==> src/rtl/display_share_arbiter.sv <==
// Round-robin owner selection for the shared 4-digit display, with a minimum
// dwell per owner and live tracking of the owner's fields while it holds.
module display_share_arbiter #(
  parameter int DW          = 6,
  parameter int HOLD_CYCLES = 100000000,
  parameter int CW          = 27
) (
  input  logic          clk,
  input  logic          rst_n,
  input  logic [2:0]    req,
  input  logic [DW-1:0] s0_data0,
  input  logic [DW-1:0] s0_data1,
  input  logic [DW-1:0] s1_data0,
  input  logic [DW-1:0] s1_data1,
  input  logic [DW-1:0] s2_data0,
  input  logic [DW-1:0] s2_data1,
  output logic [DW-1:0] data0,
  output logic [DW-1:0] data1,
  output logic [2:0]    grant,
  output logic          busy
);

  typedef enum logic {S_IDLE, S_HOLD} state_t;

  localparam logic [CW-1:0] RELOAD = CW'(HOLD_CYCLES - 1);

  state_t        r_state;
  logic [CW-1:0] r_cnt;
  logic [1:0]    r_ptr;   // last winner; equals the owner while in HOLD

  logic [3:0][DW-1:0] w_f0, w_f1;
  logic [1:0]         w_win;
  logic               w_win_vld;
  logic               w_evt;
  logic [2:0]         w_idx;

  assign w_f0 = {DW'(0), s2_data0, s1_data0, s0_data0};
  assign w_f1 = {DW'(0), s2_data1, s1_data1, s0_data1};

  // Scan ptr+1, ptr+2, ptr+3 (mod 3); walking backwards lets the nearest hit win.
  always_comb begin
    w_win_vld = 1'b0;
    w_win     = 2'd0;
    w_idx     = 3'd0;
    for (int k = 3; k >= 1; k--) begin
      w_idx = {1'b0, r_ptr} + 3'(k);
      if (w_idx >= 3'd3) w_idx = w_idx - 3'd3;
      if (req[w_idx[1:0]]) begin
        w_win_vld = 1'b1;
        w_win     = w_idx[1:0];
      end
    end
  end

  assign w_evt = (r_cnt == '0) || !req[r_ptr];

  always_ff @(posedge clk or negedge rst_n) begin
    if (!rst_n) begin
      r_state <= S_IDLE;
      r_cnt   <= '0;
      r_ptr   <= 2'd2;
      grant   <= 3'b000;
      busy    <= 1'b0;
      data0   <= '0;
      data1   <= '0;
    end else begin
      case (r_state)
        S_IDLE: begin
          if (w_win_vld) begin
            r_state <= S_HOLD;
            r_cnt   <= RELOAD;
            r_ptr   <= w_win;
            grant   <= 3'b001 << w_win;
            busy    <= 1'b1;
            data0   <= w_f0[w_win];
            data1   <= w_f1[w_win];
          end
        end
        S_HOLD: begin
          if (!w_evt) begin
            r_cnt <= r_cnt - CW'(1);
            data0 <= w_f0[r_ptr];
            data1 <= w_f1[r_ptr];
          end else if (!w_win_vld) begin
            // data stays frozen on the last shown values
            r_state <= S_IDLE;
            grant   <= 3'b000;
            busy    <= 1'b0;
          end else begin
            r_cnt <= RELOAD;
            r_ptr <= w_win;
            grant <= 3'b001 << w_win;
            data0 <= w_f0[w_win];
            data1 <= w_f1[w_win];
          end
        end
        default: r_state <= S_IDLE;
      endcase
    end
  end

endmodule
==> config.mk <==
export PLATFORM = sky130hd
export DESIGN_NAME = display_share_arbiter
export DESIGN_NICKNAME = d
export VERILOG_FILES = /design/src/rtl/display_share_arbiter.sv
export SDC_FILE = /design/constraint.sdc
export NUM_CORES = 1
export LEC_CHECK = 0
export BUFFER_PORTS_ARGS = -buffer_cell sky130_fd_sc_hd__buf_2
export CAP_MARGIN = 20
export CORE_ASPECT_RATIO = 2
export CORE_MARGIN = 2
export CORE_UTILIZATION = 61
export CTS_BUF_LIST = sky130_fd_sc_hd__clkbuf_16
export DETAILED_ROUTE_END_ITERATION = 12
export PLACE_DENSITY = 0.86
export SYNTH_ARGS = -nofsm -noshare
export SYNTH_HDL_FRONTEND = slang
export SYNTH_SLANG_ARGS = --single-unit
==> constraint.sdc <==
create_clock -name clk -period 6.7 [get_ports clk]
set_input_delay 1.34 -clock clk [delete_from_list [all_inputs] [get_ports clk]]
set_output_delay 1.34 -clock clk [all_outputs]
set_load 0.005 [all_outputs]
==> flow_metrics.env, run 1 <==
export IMPL_intPower_mw=0.829
export IMPL_clockBufferDepth=2
export IMPL_cts_made_buffers=5
export IMPL_die_h_um=109
export IMPL_grt_overflow=0
export IMPL_coreArea_um2=5370
export IMPL_crit_type="flip-flop to flip-flop"
export IMPL_post_cts_buffers=0
export IMPL_cts_sinks=46
export IMPL_hpwl_um=6800
export IMPL_syn_nets=417
export IMPL_r2r_start="r_ptr[0]$_DFFE_PN0P_"
export IMPL_layout_commonest_cell="buf_2"
export IMPL_power_density_nw_per_um2=387
export IMPL_crit_path_end_kind="flip-flop"
export IMPL_hp_class="flip-flop to flip-flop"
export IMPL_cp_start_kind="flip-flop"
export IMPL_finalCriticalPeriod_ns=3.62
export IMPL_hold_buffers=0
export IMPL_p_leak_nw=1.54
export IMPL_syn_inst=372
export IMPL_ctsResizeCount=0
export IMPL_rrSetupSlack_ns=3.08
export IMPL_routed_wl_um=9810
export IMPL_synth_seq_area_share_pct=34.1
export IMPL_async_flop_share_pct=100
export IMPL_rows=38
export IMPL_nets=462
export IMPL_grt_max_degree=47
export IMPL_min_from="r_cnt[26]$_DFF_PN0_"
export IMPL_drt_iter0_drc=342
export IMPL_m1WireLength_um=3600
export IMPL_diodes=0
export IMPL_power_frac_clock_pct=18.6
export IMPL_setup_tns_final_ns=0
export IMPL_power_switching_mw=0.660
export IMPL_clock_skew_ns=0.00461
export IMPL_antenna_found_initial=0
export IMPL_grt_pass1_wl_um=15900
export IMPL_comb_power_share_pct=52.3
export IMPL_synth_edff_count=0
export IMPL_worstPathArrival_ns=3.77
export IMPL_worst_slew_pin_slew_ns=1.09
export IMPL_finalPower_mw=1.49
export IMPL_synth_seq_cells=46
export IMPL_synth_cell_types=62
export IMPL_setup_viol=0
export IMPL_met2_length_um=5360
export IMPL_area_growth_pct=13.9
export IMPL_postSynthAreaPerCell_um2=9.07
export IMPL_postLayoutCoreUtil_pct=71.6
export IMPL_drc=0
export IMPL_hold_viol=0
export IMPL_reg2reg_depth=7
export IMPL_clkTransAtPathRegs_ns=0.06
export IMPL_max_vdd_ir_drop_v=0.000370
export IMPL_ios=57
export IMPL_power_frac_seq_pct=29.2
export IMPL_tritoncts="built"
export IMPL_avgRoutedWirePerCell_um=20.6
export IMPL_drive_gt1_share_pct=22.3
export IMPL_gp_congestion=0.893
export IMPL_slew_violations=0
export IMPL_whs_path_depth=2
export IMPL_worstReg2RegEnd="data1[1]$_DFF_PN0_"
export IMPL_period_share_pct=54.0
export IMPL_sw_frac_of_total_pct=44.3
export IMPL_start_util_pct=62.8
export IMPL_port_buffer_count=56
export IMPL_wl_met3_um=450
export IMPL_design_die_area_um2=6180
export IMPL_fill_cells=416
export IMPL_synth_warnings=0
export IMPL_via_per_inst=7.20
export IMPL_layout_common_cells="buf_2, dfrtp_1, o22ai_1, nor2_1, a21oi_1"
export IMPL_gr_usage_all_layers_pct=32.5
export IMPL_design_area_um2=3840
export IMPL_drt_pass1_iter_count=4
export IMPL_ys_flop_type="dfrtp_1"
export IMPL_hold_end="r_cnt[26]$_DFF_PN0_"
export IMPL_maxCapViolations=0
export IMPL_topRoutingLayerUsed="met4"
export IMPL_h_tree_depth=2
export IMPL_rsz0062_at_grt="no"
export IMPL_slew_headroom_pct=27.5
export IMPL_final_antenna_net_count=0
export IMPL_worstSkewPairLatency_ns=0.29
export IMPL_place_area_um2=3650
export IMPL_cts_root_buf="clkbuf_16"
export IMPL_fmax_ghz=0.277
export IMPL_synth_area_um2=3380
export IMPL_required_ns=6.86
export IMPL_vias=3433
export IMPL_die_width_um=56.6
export IMPL_status="complete, no violations"
export IMPL_critPathMaxFanout=24
export IMPL_grt_pass1_vias=3363
[worst max path at each step]
| stage | start | endpoint | cells past startpoint |
|---|---|---|---|
| 2_1_floorplan | r_ptr[1]$_DFFE_PN1P_ | r_ptr[0]$_DFFE_PN0P_ | 10 |
| 3_3_place_gp | r_ptr[0]$_DFFE_PN0P_ | data1[4]$_DFF_PN0_ | 7 |
| 3_5_place_dp | r_ptr[0]$_DFFE_PN0P_ | data1[1]$_DFF_PN0_ | 7 |
| 4_1_cts | r_ptr[0]$_DFFE_PN0P_ | data1[1]$_DFF_PN0_ | 7 |
| 5_1_grt | r_ptr[0]$_DFFE_PN0P_ | data1[1]$_DFF_PN0_ | 7 |
| 6_report | r_ptr[0]$_DFFE_PN0P_ | data1[1]$_DFF_PN0_ | 7 |
[worst max-delay path, stage by stage, from the launching register on]
cell and delay [ns]:
dfrtp_1 0.84, inv_1 0.20, ha_1 0.56, o21ai_0 0.20
a21oi_1 0.88, nor3b_1 0.14, a2111oi_0 0.48, o22ai_1 0.17
[state kept, by name, indices dropped and copies added, names as in the netlist]
register and cells:
r_ptr 2, r_cnt 27, busy 1, grant 3
data0 6, data1 6, r_state 1
[logic make-up (layout without fill, tap and decap cells)]
logic type	Yosys count	after routing	share of synthesized area, %
muxes	17	17	5.15
and+or+nand+nor	123	123	23.9
DFF	46	46	34.1
adders and majority gates	4	4	1.48
buffers and inverters	42	87	5.71
AOI/OAI and AO/OA	137	137	28.9
xor gates and xnor gates	3	3	0.778
[per-layer routing]
metal,track usage (%),vias to the layer above
met4,20.1,0
met3,4.27,40
met1,35.4,1676
met5,0,-
li1,-,1559
met2,58.1,158
[cell type report]
type                            instances  area [µm²]  area share (%)
Clock buffer                            5         125            3.25
Tap cell                               60        75.1            1.95
Multi-Input combinational cell        284        2040            53.1
Sequential cell                        46        1150            30.0
Inverter                               15        56.3            1.46
Timing Repair Buffer                   65         360            9.37
Clock inverter                          2        33.8           0.879
[stage by stage]
stage / setup slack, ns / hold slack, ns / cells
4_1_cts: 3.12 / 0.544 / 474
6_report: 3.08 / 0.543 / 477
3_3_place_gp: 3.28 / 0.524 / 466
3_5_place_dp: 3.11 / 0.534 / 467
2_1_floorplan: 3.58 / 0.489 / 372
5_1_grt: 2.71 / 0.568 / 477
[cell usage after synthesis, types with 4 or more instances]
cell type / instances / area share [%]
nor2_1: 22 / 2.4
a2111oi_0: 13 / 3.4
ha_1: 4 / 1.5
nor3_1: 12 / 1.8
dfrtp_1: 45 / 33
a21boi_0: 12 / 2.7
o21ai_0: 9 / 1.3
buf_2: 7 / 1.0
a21oi_1: 21 / 3.1
a31oi_1: 6 / 1.1
mux2i_1: 14 / 4.2
or3_1: 5 / 0.93
or4_1: 11 / 2.4
o211a_1: 8 / 2.4
inv_1: 15 / 1.7
nand2_1: 11 / 1.2
nor3b_1: 13 / 2.9
o21a_1: 6 / 1.3
o21ai_1: 4 / 0.59
o22ai_1: 26 / 4.8
nand4_1: 12 / 2.2
nand2b_1: 4 / 0.74
o211ai_1: 8 / 1.8
and4_1: 4 / 1.0
clkbuf_1: 14 / 1.6
[power by group through the flow]
stage	Clock, mW	Sequential (mW)	Combinational [mW]
floorplan	0	0.392	0.570
global placement	0	0.433	0.731
detailed placement	0	0.436	0.754
CTS	0.281	0.430	0.756
global route	0.290	0.443	0.852
finish	0.277	0.434	0.778
Power figures use the tool's default switching activity.
==> run 2, diff against run 1 <==
--- a/config.mk
+++ b/config.mk
@@ -9,10 +9,10 @@
 export CAP_MARGIN = 20
 export CORE_ASPECT_RATIO = 2
 export CORE_MARGIN = 2
-export CORE_UTILIZATION = 61
+export CORE_UTILIZATION = 57
 export CTS_BUF_LIST = sky130_fd_sc_hd__clkbuf_16
 export DETAILED_ROUTE_END_ITERATION = 12
-export PLACE_DENSITY = 0.86
+export PLACE_DENSITY = 0.81
 export SYNTH_ARGS = -nofsm -noshare
 export SYNTH_HDL_FRONTEND = slang
 export SYNTH_SLANG_ARGS = --single-unit
==> constraint.sdc (replaced) <==
create_clock -name clk -period 3.7 [get_ports clk]
set_input_delay 0.74 -clock clk [delete_from_list [all_inputs] [get_ports clk]]
set_output_delay 0.74 -clock clk [all_outputs]
set_load 0.005 [all_outputs]
==> run 2 against run 1 <==
Effect of this change: final area increased by 1.1%; die area increased by 6.6%; first-iteration DRC count increased by 23%; clock skew decreased by 0.0011 ns; sequential share of layout area decreased by 0.33 points; clock power increased by 87%; clock-buffer cell count unchanged; wire length increased by 0.37%; critical path type unchanged; core utilization decreased by 3.5 points; maximum frequency increased by 30%; critical endpoint is now r_cnt[23]$_DFF_PN0_; sequential power increased by 66%.
==> flow_metrics.env, run 2 (same netlist as run 1, synthesis figures left out) <==
export IMPL_status="complete, no violations"
export IMPL_die_h_um=113
export IMPL_cp_depth=8
export IMPL_multiInputGateArea_um2=2040
export IMPL_finalCriticalPeriod_ns=2.77
export IMPL_gp_congestion=0.925
export IMPL_layout_common_cells="buf_2, dfrtp_1, o22ai_1, nor2_1, a21oi_1"
export IMPL_critPathMaxFanout=22
export IMPL_worstReg2RegEnd="r_cnt[23]$_DFF_PN0_"
export IMPL_via_per_inst=7.16
export IMPL_fill_cells=479
export IMPL_cts_made_buffers=5
export IMPL_drt_pass1_iter_count=5
export IMPL_power_density_nw_per_um2=707
export IMPL_largest_register="r_cnt"
export IMPL_grt_pass1_vias=3323
export IMPL_crit_type="flip-flop to flip-flop"
export IMPL_max_vdd_ir_drop_v=0.000743
export IMPL_rows=39
export IMPL_port_buffer_count=56
export IMPL_antenna_found_initial=0
export IMPL_worstSkewPairLatency_ns=0.30
export IMPL_largest_reg_flops=27
export IMPL_nets=467
export IMPL_register_area_um2=1150
export IMPL_cpLargestDelayFamily="compound AO/OA/AOI/OAI gates"
export IMPL_slew_violations=0
export IMPL_cts_root_buf="clkbuf_16"
export IMPL_crit_path_end_kind="flip-flop"
export IMPL_post_cts_buffers=0
export IMPL_drt_iter0_drc=422
export IMPL_avgRoutedWirePerCell_um=20.3
export IMPL_post_place_ws_ns=0.972
export IMPL_p_leak_nw=1.57
export IMPL_period_share_pct=75.0
export IMPL_design_die_area_um2=6590
export IMPL_cts_sinks=46
export IMPL_grt_pass1_wl_um=15700
export IMPL_tritoncts="built"
export IMPL_drc=0
export IMPL_clockBufferDepth=2
export IMPL_critPathSlowestCell="dfstp_2"
export IMPL_worst_slew_pin_slew_ns=0.941
export IMPL_place_area_um2=3700
export IMPL_start_util_pct=59.1
export IMPL_reg_top3="r_cnt (27), data0 (6), data1 (6)"
export IMPL_layout_commonest_cell="buf_2"
export IMPL_rrSetupSlack_ns=0.93
export IMPL_slew_headroom_pct=37.0
export IMPL_reg2reg_depth=8
export IMPL_hp_class="primary input to async pin"
export IMPL_setup_viol=0
export IMPL_crit_start="r_ptr[1]$_DFFE_PN1P_"
export IMPL_postLayoutCoreUtil_pct=68.1
export IMPL_worstPathArrival_ns=2.96
export IMPL_routed_wl_um=9840
export IMPL_diodes=0
export IMPL_finalPower_mw=2.75
export IMPL_clock_skew_ns=0.00352
export IMPL_ctsResizeCount=0
export IMPL_hpwl_um=6730
export IMPL_required_ns=3.88
export IMPL_setup_tns_final_ns=0
export IMPL_design_area_um2=3890
export IMPL_drive_gt1_share_pct=23.2
export IMPL_h_tree_depth=2
export IMPL_maxCapViolations=0
export IMPL_setup_ws_ns=0.926
export IMPL_r2r_start="r_ptr[1]$_DFFE_PN1P_"
export IMPL_cp_cell_sequence="inv_1, ha_1, mux2i_1, or2_2, o21a_1, o21ai_1, buf_4, o221a_2"
export IMPL_die_width_um=58.4
export IMPL_rsz0062_at_grt="no"
export IMPL_vias=3466
export IMPL_fmax_ghz=0.361
export IMPL_grt_overflow=0
export IMPL_gr_usage_all_layers_pct=30.7
export IMPL_ios=57
export IMPL_hold_viol=0
export IMPL_crit_path_end="r_cnt[23]$_DFF_PN0_"
export IMPL_area_growth_pct=15.2
export IMPL_coreArea_um2=5710
export IMPL_clkTransAtPathRegs_ns=0.06
export IMPL_cp_start_kind="flip-flop"
export IMPL_hold_buffers=0
export IMPL_crit_buf_inv=2
export IMPL_slowest_delay_ns=0.53
export IMPL_grt_max_degree=47
export IMPL_final_antenna_net_count=0
run 2: through the flow:
step,cells,hold WS (ns)
6_report,484,0.380
5_1_grt,484,0.398
4_1_cts,483,0.520
3_5_place_dp,475,0.504
3_3_place_gp,475,0.497
2_1_floorplan,372,0.444
run 2: per-layer routing:
metal  wire, µm  vias up  GRT usage (%)
li1           -     1569              -
met1       3700     1697           34.5
met2       5190      165           53.4
met3        550       35           4.69
met4        412        0           16.7
met5          0        -              0
run 2: final cells by class:
| class | instances | area share (%) |
|---|---|---|
| flip-flops and latches | 46 | 29.6 |
| well taps | 61 | 1.96 |
| inverters | 15 | 1.45 |
| multi-input cells | 284 | 52.4 |
| clock buffers | 5 | 3.22 |
| repair buffers | 70 | 10.2 |
| clock inverters | 3 | 1.06 |
run 2: how the worst min path moves through the flow:
stage,from,to,slack [ns]
5_1_grt,rst_n,r_cnt[19]$_DFF_PN0_,0.40
2_1_floorplan,rst_n,busy$_DFFE_PN0P_,0.44
3_5_place_dp,grant[0]$_DFFE_PN0P_,grant[0]$_DFFE_PN0P_,0.50
4_1_cts,grant[0]$_DFFE_PN0P_,grant[0]$_DFFE_PN0P_,0.52
3_3_place_gp,grant[0]$_DFFE_PN0P_,grant[0]$_DFFE_PN0P_,0.50
6_report,rst_n,r_cnt[19]$_DFF_PN0_,0.38
run 2: power by group:
part,switching [mW],total (mW),internal [mW],leakage [nW]
logic,0.928,1.51,0.584,0.984
registers,0.0874,0.719,0.632,0.508
clock network,0.201,0.517,0.316,0.0812
total,1.22,2.75,1.53,1.57
